## src/rtl/ddr_hp_bridge.sv

```systemverilog
// AXI bridge from the shim slave port onto a Zynq HP slave port: AR/AW register slices,
// address windowing, outstanding-burst throttling and AW-before-W gating.
// Optional statistics outputs are compiled in by defining DDR_HP_BRIDGE_STATS_EN.

module ddr_hp_bridge #(
   parameter int         ADDR_W   = 32,
   parameter int         DATA_W   = 64,
   parameter int         ID_W     = 6,
   parameter int         MAX_OUT  = 8,
   parameter logic [3:0] WIN_BASE = 4'h1
) (
   input  logic                clock,
   input  logic                reset_n,

   // upstream read address
   input  logic                s_ar_valid,
   output logic                s_ar_ready,
   input  logic [ADDR_W-1:0]   s_ar_addr,
   input  logic [ID_W-1:0]     s_ar_id,
   input  logic [7:0]          s_ar_len,
   input  logic [2:0]          s_ar_size,

   // upstream write address
   input  logic                s_aw_valid,
   output logic                s_aw_ready,
   input  logic [ADDR_W-1:0]   s_aw_addr,
   input  logic [ID_W-1:0]     s_aw_id,
   input  logic [7:0]          s_aw_len,
   input  logic [2:0]          s_aw_size,

   // upstream write data
   input  logic                s_w_valid,
   output logic                s_w_ready,
   input  logic [DATA_W-1:0]   s_w_data,
   input  logic                s_w_last,

   // upstream write response
   output logic                s_b_valid,
   input  logic                s_b_ready,
   output logic [ID_W-1:0]     s_b_id,
   output logic [1:0]          s_b_resp,

   // upstream read data
   output logic                s_r_valid,
   input  logic                s_r_ready,
   output logic [DATA_W-1:0]   s_r_data,
   output logic [ID_W-1:0]     s_r_id,
   output logic                s_r_last,
   output logic [1:0]          s_r_resp,

   // downstream read address
   output logic                m_ar_valid,
   input  logic                m_ar_ready,
   output logic [ADDR_W-1:0]   m_ar_addr,
   output logic [ID_W-1:0]     m_ar_id,
   output logic [7:0]          m_ar_len,
   output logic [2:0]          m_ar_size,
   output logic [1:0]          m_ar_burst,

   // downstream write address
   output logic                m_aw_valid,
   input  logic                m_aw_ready,
   output logic [ADDR_W-1:0]   m_aw_addr,
   output logic [ID_W-1:0]     m_aw_id,
   output logic [7:0]          m_aw_len,
   output logic [2:0]          m_aw_size,
   output logic [1:0]          m_aw_burst,

   // downstream write data
   output logic                m_w_valid,
   input  logic                m_w_ready,
   output logic [DATA_W-1:0]   m_w_data,
   output logic                m_w_last,
   output logic [DATA_W/8-1:0] m_w_strb,

   // downstream write response
   input  logic                m_b_valid,
   output logic                m_b_ready,
   input  logic [ID_W-1:0]     m_b_id,
   input  logic [1:0]          m_b_resp,

   // downstream read data
   input  logic                m_r_valid,
   output logic                m_r_ready,
   input  logic [DATA_W-1:0]   m_r_data,
   input  logic [ID_W-1:0]     m_r_id,
   input  logic                m_r_last,
   input  logic [1:0]          m_r_resp,

`ifdef DDR_HP_BRIDGE_STATS_EN
   output logic [31:0]         stat_rd_bursts,
   output logic [31:0]         stat_wr_bursts,
`endif

   // internal state, exported for checkers
   output logic [3:0]          dbg_rd_cnt,
   output logic [3:0]          dbg_wr_cnt,
   output logic [3:0]          dbg_wb_cnt,
   output logic                dbg_ar_full,
   output logic                dbg_aw_full
);

   // Every channel uses AXI valid/ready: a beat transfers on a rising clock edge where
   // valid and ready are both high; valid never waits on ready, ready may depend on valid.

   localparam logic [3:0] MAX_CNT = 4'(MAX_OUT);
   localparam logic [3:0] CNT_TOP = 4'hF;
   localparam logic [1:0] BURST_INCR = 2'b01;

   logic                ar_full;
   logic [ADDR_W-5:0]   ar_addr_q;
   logic [ID_W-1:0]     ar_id_q;
   logic [7:0]          ar_len_q;
   logic [2:0]          ar_size_q;

   logic                aw_full;
   logic [ADDR_W-5:0]   aw_addr_q;
   logic [ID_W-1:0]     aw_id_q;
   logic [7:0]          aw_len_q;
   logic [2:0]          aw_size_q;

   logic [3:0]          rd_cnt;
   logic [3:0]          wr_cnt;
   logic [3:0]          wb_cnt;

   logic                ar_s_hs;
   logic                ar_m_hs;
   logic                aw_s_hs;
   logic                aw_m_hs;
   logic                r_last_hs;
   logic                b_hs;
   logic                w_last_hs;
   logic                w_open;

   // The window base replaces the top nibble, so the incoming top bits are never used.
   logic                unused_addr_bits;
   assign unused_addr_bits = ^{s_ar_addr[ADDR_W-1:ADDR_W-4], s_aw_addr[ADDR_W-1:ADDR_W-4]};

   assign ar_s_hs   = s_ar_valid && s_ar_ready;
   assign ar_m_hs   = m_ar_valid && m_ar_ready;
   assign aw_s_hs   = s_aw_valid && s_aw_ready;
   assign aw_m_hs   = m_aw_valid && m_aw_ready;
   assign r_last_hs = m_r_valid && m_r_ready && m_r_last;
   assign b_hs      = m_b_valid && m_b_ready;
   assign w_last_hs = m_w_valid && m_w_ready && s_w_last;

   // ---------------- AR slice ----------------
   assign s_ar_ready = reset_n && (!ar_full || ar_m_hs);
   assign m_ar_valid = ar_full && (rd_cnt < MAX_CNT);
   assign m_ar_addr  = {WIN_BASE, ar_addr_q};
   assign m_ar_id    = ar_id_q;
   assign m_ar_len   = ar_len_q;
   assign m_ar_size  = ar_size_q;
   assign m_ar_burst = BURST_INCR;

   always_ff @(posedge clock or negedge reset_n) begin
      if (!reset_n) begin
         ar_full   <= 1'b0;
         ar_addr_q <= '0;
         ar_id_q   <= '0;
         ar_len_q  <= '0;
         ar_size_q <= '0;
      end else if (ar_s_hs) begin
         ar_full   <= 1'b1;
         ar_addr_q <= s_ar_addr[ADDR_W-5:0];
         ar_id_q   <= s_ar_id;
         ar_len_q  <= s_ar_len;
         ar_size_q <= s_ar_size;
      end else if (ar_m_hs) begin
         ar_full   <= 1'b0;
      end
   end

   // ---------------- AW slice ----------------
   assign s_aw_ready = reset_n && (!aw_full || aw_m_hs);
   assign m_aw_valid = aw_full && (wr_cnt < MAX_CNT);
   assign m_aw_addr  = {WIN_BASE, aw_addr_q};
   assign m_aw_id    = aw_id_q;
   assign m_aw_len   = aw_len_q;
   assign m_aw_size  = aw_size_q;
   assign m_aw_burst = BURST_INCR;

   always_ff @(posedge clock or negedge reset_n) begin
      if (!reset_n) begin
         aw_full   <= 1'b0;
         aw_addr_q <= '0;
         aw_id_q   <= '0;
         aw_len_q  <= '0;
         aw_size_q <= '0;
      end else if (aw_s_hs) begin
         aw_full   <= 1'b1;
         aw_addr_q <= s_aw_addr[ADDR_W-5:0];
         aw_id_q   <= s_aw_id;
         aw_len_q  <= s_aw_len;
         aw_size_q <= s_aw_size;
      end else if (aw_m_hs) begin
         aw_full   <= 1'b0;
      end
   end

   // ---------------- outstanding counters ----------------
   // A decrement arriving at zero is a downstream protocol error and is dropped.
   always_ff @(posedge clock or negedge reset_n) begin
      if (!reset_n) begin
         rd_cnt <= 4'd0;
      end else if (ar_m_hs && !r_last_hs) begin
         rd_cnt <= rd_cnt + 4'd1;
      end else if (!ar_m_hs && r_last_hs && rd_cnt != 4'd0) begin
         rd_cnt <= rd_cnt - 4'd1;
      end
   end

   always_ff @(posedge clock or negedge reset_n) begin
      if (!reset_n) begin
         wr_cnt <= 4'd0;
      end else if (aw_m_hs && !b_hs) begin
         wr_cnt <= wr_cnt + 4'd1;
      end else if (!aw_m_hs && b_hs && wr_cnt != 4'd0) begin
         wr_cnt <= wr_cnt - 4'd1;
      end
   end

   // Bursts granted downstream whose last W beat has not gone yet; saturates rather than wraps.
   always_ff @(posedge clock or negedge reset_n) begin
      if (!reset_n) begin
         wb_cnt <= 4'd0;
      end else if (aw_m_hs && !w_last_hs && wb_cnt != CNT_TOP) begin
         wb_cnt <= wb_cnt + 4'd1;
      end else if (!aw_m_hs && w_last_hs && wb_cnt != 4'd0) begin
         wb_cnt <= wb_cnt - 4'd1;
      end
   end

   // ---------------- W gating ----------------
   // wb_cnt only rises on the edge after the AW handshake, so W never overtakes its AW.
   assign w_open    = (wb_cnt != 4'd0);
   assign m_w_valid = s_w_valid && w_open;
   assign s_w_ready = m_w_ready && w_open;
   assign m_w_data  = s_w_data;
   assign m_w_last  = s_w_last;
   assign m_w_strb  = '1;

   // ---------------- R and B pass-through ----------------
   assign s_r_valid = m_r_valid;
   assign m_r_ready = s_r_ready;
   assign s_r_data  = m_r_data;
   assign s_r_id    = m_r_id;
   assign s_r_last  = m_r_last;
   assign s_r_resp  = m_r_resp;

   assign s_b_valid = m_b_valid;
   assign m_b_ready = s_b_ready;
   assign s_b_id    = m_b_id;
   assign s_b_resp  = m_b_resp;

`ifdef DDR_HP_BRIDGE_STATS_EN
   always_ff @(posedge clock or negedge reset_n) begin
      if (!reset_n) begin
         stat_rd_bursts <= 32'd0;
         stat_wr_bursts <= 32'd0;
      end else begin
         if (ar_m_hs) stat_rd_bursts <= stat_rd_bursts + 32'd1;
         if (aw_m_hs) stat_wr_bursts <= stat_wr_bursts + 32'd1;
      end
   end
`endif

   assign dbg_rd_cnt  = rd_cnt;
   assign dbg_wr_cnt  = wr_cnt;
   assign dbg_wb_cnt  = wb_cnt;
   assign dbg_ar_full = ar_full;
   assign dbg_aw_full = aw_full;

endmodule

```

## config.mk

```make
export PLATFORM = sky130hd
export DESIGN_NAME = ddr_hp_bridge
export DESIGN_NICKNAME = d
export VERILOG_FILES = /design/src/rtl/ddr_hp_bridge.sv
export SDC_FILE = /design/constraint.sdc
export NUM_CORES = 1
export LEC_CHECK = 0
export BUFFER_PORTS_ARGS = -buffer_cell sky130_fd_sc_hd__buf_4
export CORE_AREA = 4 4 208 210
export DETAILED_ROUTE_END_ITERATION = 16
export DIE_AREA = 0 0 212 214
export PLACE_DENSITY = 0.35
export SLEW_MARGIN = 0
export SYNTH_ARGS = -nofsm -noshare
export SYNTH_HDL_FRONTEND = slang
export SYNTH_SLANG_ARGS = --single-unit
export TNS_END_PERCENT = 20
```

## constraint.sdc

```tcl
create_clock -name clock -period 3 [get_ports clock]
set_clock_uncertainty 0.2 [all_clocks]
set_input_delay 0.6 -clock clock [delete_from_list [all_inputs] [get_ports clock]]
set_output_delay 0.6 -clock clock [all_outputs]
set_load 0.01 [all_outputs]
```

==> summary.txt <==
Outcome
  – Status: completed

Drt
  – Avg WL per Cell: 15.0 um
  – Via Count: 3,379
  – DR DRC count: 0
  – Final WL: 16.0 mm
  – Router iterations before antenna repair: 4
  – Initial DRC Count: 96
  – Antenna-violating nets left: 0
  – Via/cell ratio: 3.15

Layout
  – Most frequent cells in the layout: 226 x buf_4, 104 x dfrtp_1, 94 x mux2_1, 20 x conb_1, 10 x nand2_1
  – Layout cells sized above 1: 46.6%
  – Area growth syn-to-layout: 26.6%
  – Fillers: 4,642
  – Final nets: 792
  – Commonest non-fill, non-tap cell in the layout: buf_4
  – Diodes inserted: 0
  – Post-Layout Cell Count: 1,071

Setup path
  – Worst Path Arrival: 2.70 ns
  – Crit Path Category: flip-flop to flip-flop
  – CP required: 3.11 ns
  – Crit end category: flip-flop
  – Startpoint type of the worst setup path: flip-flop
  – Maximum fanout along the worst path: 5

Pwr
  – Static leakage: 3.19 nW
  – VDD IR-drop max: 0.312 mV
  – Power density over the cells: 959 nW/um^2
  – Power Total: 6.73 mW

Timing
  – Final setup vio count: 0
  – RSZ-0062 raised after global routing: no
  – Fin Setup TNS: 0 ns
  – Max-slew violations: 0
  – Hold Slack: 0.230 ns
  – Upper clock frequency limit: 386 MHz
  – Slew HR: 49.4%
  – Final setup margin: 0.412 ns
  – Worst-Margin Slew: 0.759 ns
  – Final Hold Vio Count: 0
  – Fin crit share: 86.3%
  – Clock period minus worst slack: 2.59 ns

Clock tree
  – Clk Latency, worst-skew pair: 0.38 ns
  – Clk root buf: clkbuf_16
  – Reg clk slew, reported paths: 0.08 ns
  – H-tree Lvls: 3
  – CTS Buf Count: 9
  – Clock Path Buffers: 2
  – # clock sinks: 104
  – CTS tree: done

Placement
  – RePlAce Congestion: 0.678
  – Total placed cells including tap cells: 1,054
  – Input/output buffers: 219
  – DP HPWL: 12.5 mm
  – Setup Slack @ Placement: 0.414 ns

Global routing
  – Pin count of the biggest net entering global routing: 55
  – GRT Overall Usage: 7.07%
  – Initial antenna violation count: 0
  – Vias in the first global route: 3,670
  – First-pass GRT wire length: 23.4 mm
  – Remaining global-route overflow: 0

Floorplan
  – I/O pin count: 536
  – Chip Height: 214 um
  – Die area: 45,400 um^2
  – Core ar.: 41,600 um^2
  – Initial Utilization: 13.3%
  – Site Rows: 75
  – Die X: 212 um

Synthesis
  – Sequential area share after synthesis: 46.9%
  – Syn Inst Count: 448
  – Post-synth EDFFs: 0
  – Yosys reg bits: 104
  – Synth area leaders: dfrtp_1 47%, buf_4 23%, mux2_1 19%
  – Netlist Area Pre-Place: 5540 um^2
  – Count of warnings emitted by yosys: 0
  – Synth area leader: dfrtp_1
  – Primary FF master, synth: dfrtp_1
  – Avg Inst Size Synth: 12.4 um^2
  – FFs w/ async S/R, synth: 100%
  – Synth top area share: 46.9%
  – Number of library cell types mapped by synthesis: 35

Min path
  – Min-Delay Path Class: input pin to flip-flop

Run
  – Max Cap Viol: 0
==> what timing repair did <==
action / CTS / global route
buffers inserted: 0 / 0
endpoints found under the hold margin: 4 / 0
hold buffers: 1 / 0
resized for setup: 0 / 0
==> per-stage QoR <==
step	utilization, %	cell area (um^2)
floorplan	-	5610
global placement	16.1	6690
detailed placement	16.1	6690
CTS	16.9	7020
global route	16.9	7020
finish	16.9	7020
==> critical path, cell delays in order (launching register included) <==
cell and delay, ns:
dfrtp_1 0.45, o41a_1 0.45, a311o_1 0.40, ha_1 0.29, a21o_2 0.19, a21oi_1 0.16
mux2i_1 0.24, xor2_1 0.15
==> per-layer routing <==
metal / track usage, % / wire [um] / up-vias
li1: - / - / 1483
met1: 6.90 / 5450 / 1599
met2: 11.0 / 7640 / 232
met3: 4.19 / 1950 / 63
met4: 5.04 / 934 / 2
met5: 0.754 / 57 / -
==> kinds of logic after synthesis <==
family | Yosys count | synth area share [%]
buffers and inverters | 181 | 24.4
DFF | 104 | 46.9
muxes | 96 | 19.5
and+or+nand+nor | 31 | 2.87
AOI/OAI and AO/OA | 18 | 2.64
adders and majority gates | 9 | 2.44
xor gates and xnor gates | 7 | 1.11
other | 2 | 0.135
==> final timing paths <==
path | start | endpoint | slack [ns] | cells past startpoint
max in group asynchronous | reset_n | m_ar_id[4] | 1.22 | 3
hold / removal | s_ar_addr[11] | ar_addr_q[11] | 0.23 | 2
min in group asynchronous | reset_n | aw_addr_q[3] | 0.39 | 2
setup / recovery | dbg_wb_cnt[3] | dbg_wb_cnt[3] | 0.41 | 7
hold reg to reg | ar_addr_q[20] | ar_addr_q[20] | 0.29 | 1
setup reg to reg | dbg_wb_cnt[3] | dbg_wb_cnt[3] | 0.41 | 7
==> final cells by class <==
| type | count | area, um^2 | area share [%] |
|---|---|---|---|
| clock buffers | 11 | 253 | 3.60 |
| clock inverters | 5 | 65.1 | 0.927 |
| inverters | 2 | 7.51 | 0.107 |
| multi-input cells | 181 | 1670 | 23.8 |
| flip-flops and latches | 104 | 2600 | 37.1 |
| well taps | 539 | 674 | 9.61 |
| repair buffers | 229 | 1750 | 24.9 |
==> registers in the layout, indices dropped and copies added (netlist names) <==
| signal | cells |
|---|---|
| ar_addr_q | 28 |
| aw_addr_q | 28 |
| m_ar_len | 8 |
| m_aw_len | 8 |
| m_ar_id | 6 |
| m_aw_id | 6 |
| dbg_rd_cnt | 4 |
| dbg_wb_cnt | 4 |
| dbg_wr_cnt | 4 |
| m_ar_size | 3 |
| m_aw_size | 3 |
| dbg_ar_full | 1 |
| dbg_aw_full | 1 |
==> power breakdown <==
group / switching, mW / internal, mW / total (mW)
clock network: 0.594 / 0.699 / 1.29
logic: 1.27 / 1.62 / 2.89
registers: 0.436 / 2.11 / 2.55
total: 2.30 / 4.43 / 6.73
==> cells in the mapped netlist (all sizes together), types with 2 or more instances <==
library cell and instances:
o41a 2, mux2i 2, a21o 3, nand2 10, nor2 4, fa 3
nand3 4, conb 2, nor4 2, buf 179, nor2b 4, ha 6
inv 2, xor2 4, dfrtp 104, and2 2, a2bb2oi 2, mux2 94
xnor2 3, nand4 2, a21oi 4
No activity file was read; power rests on OpenSTA's default activity.
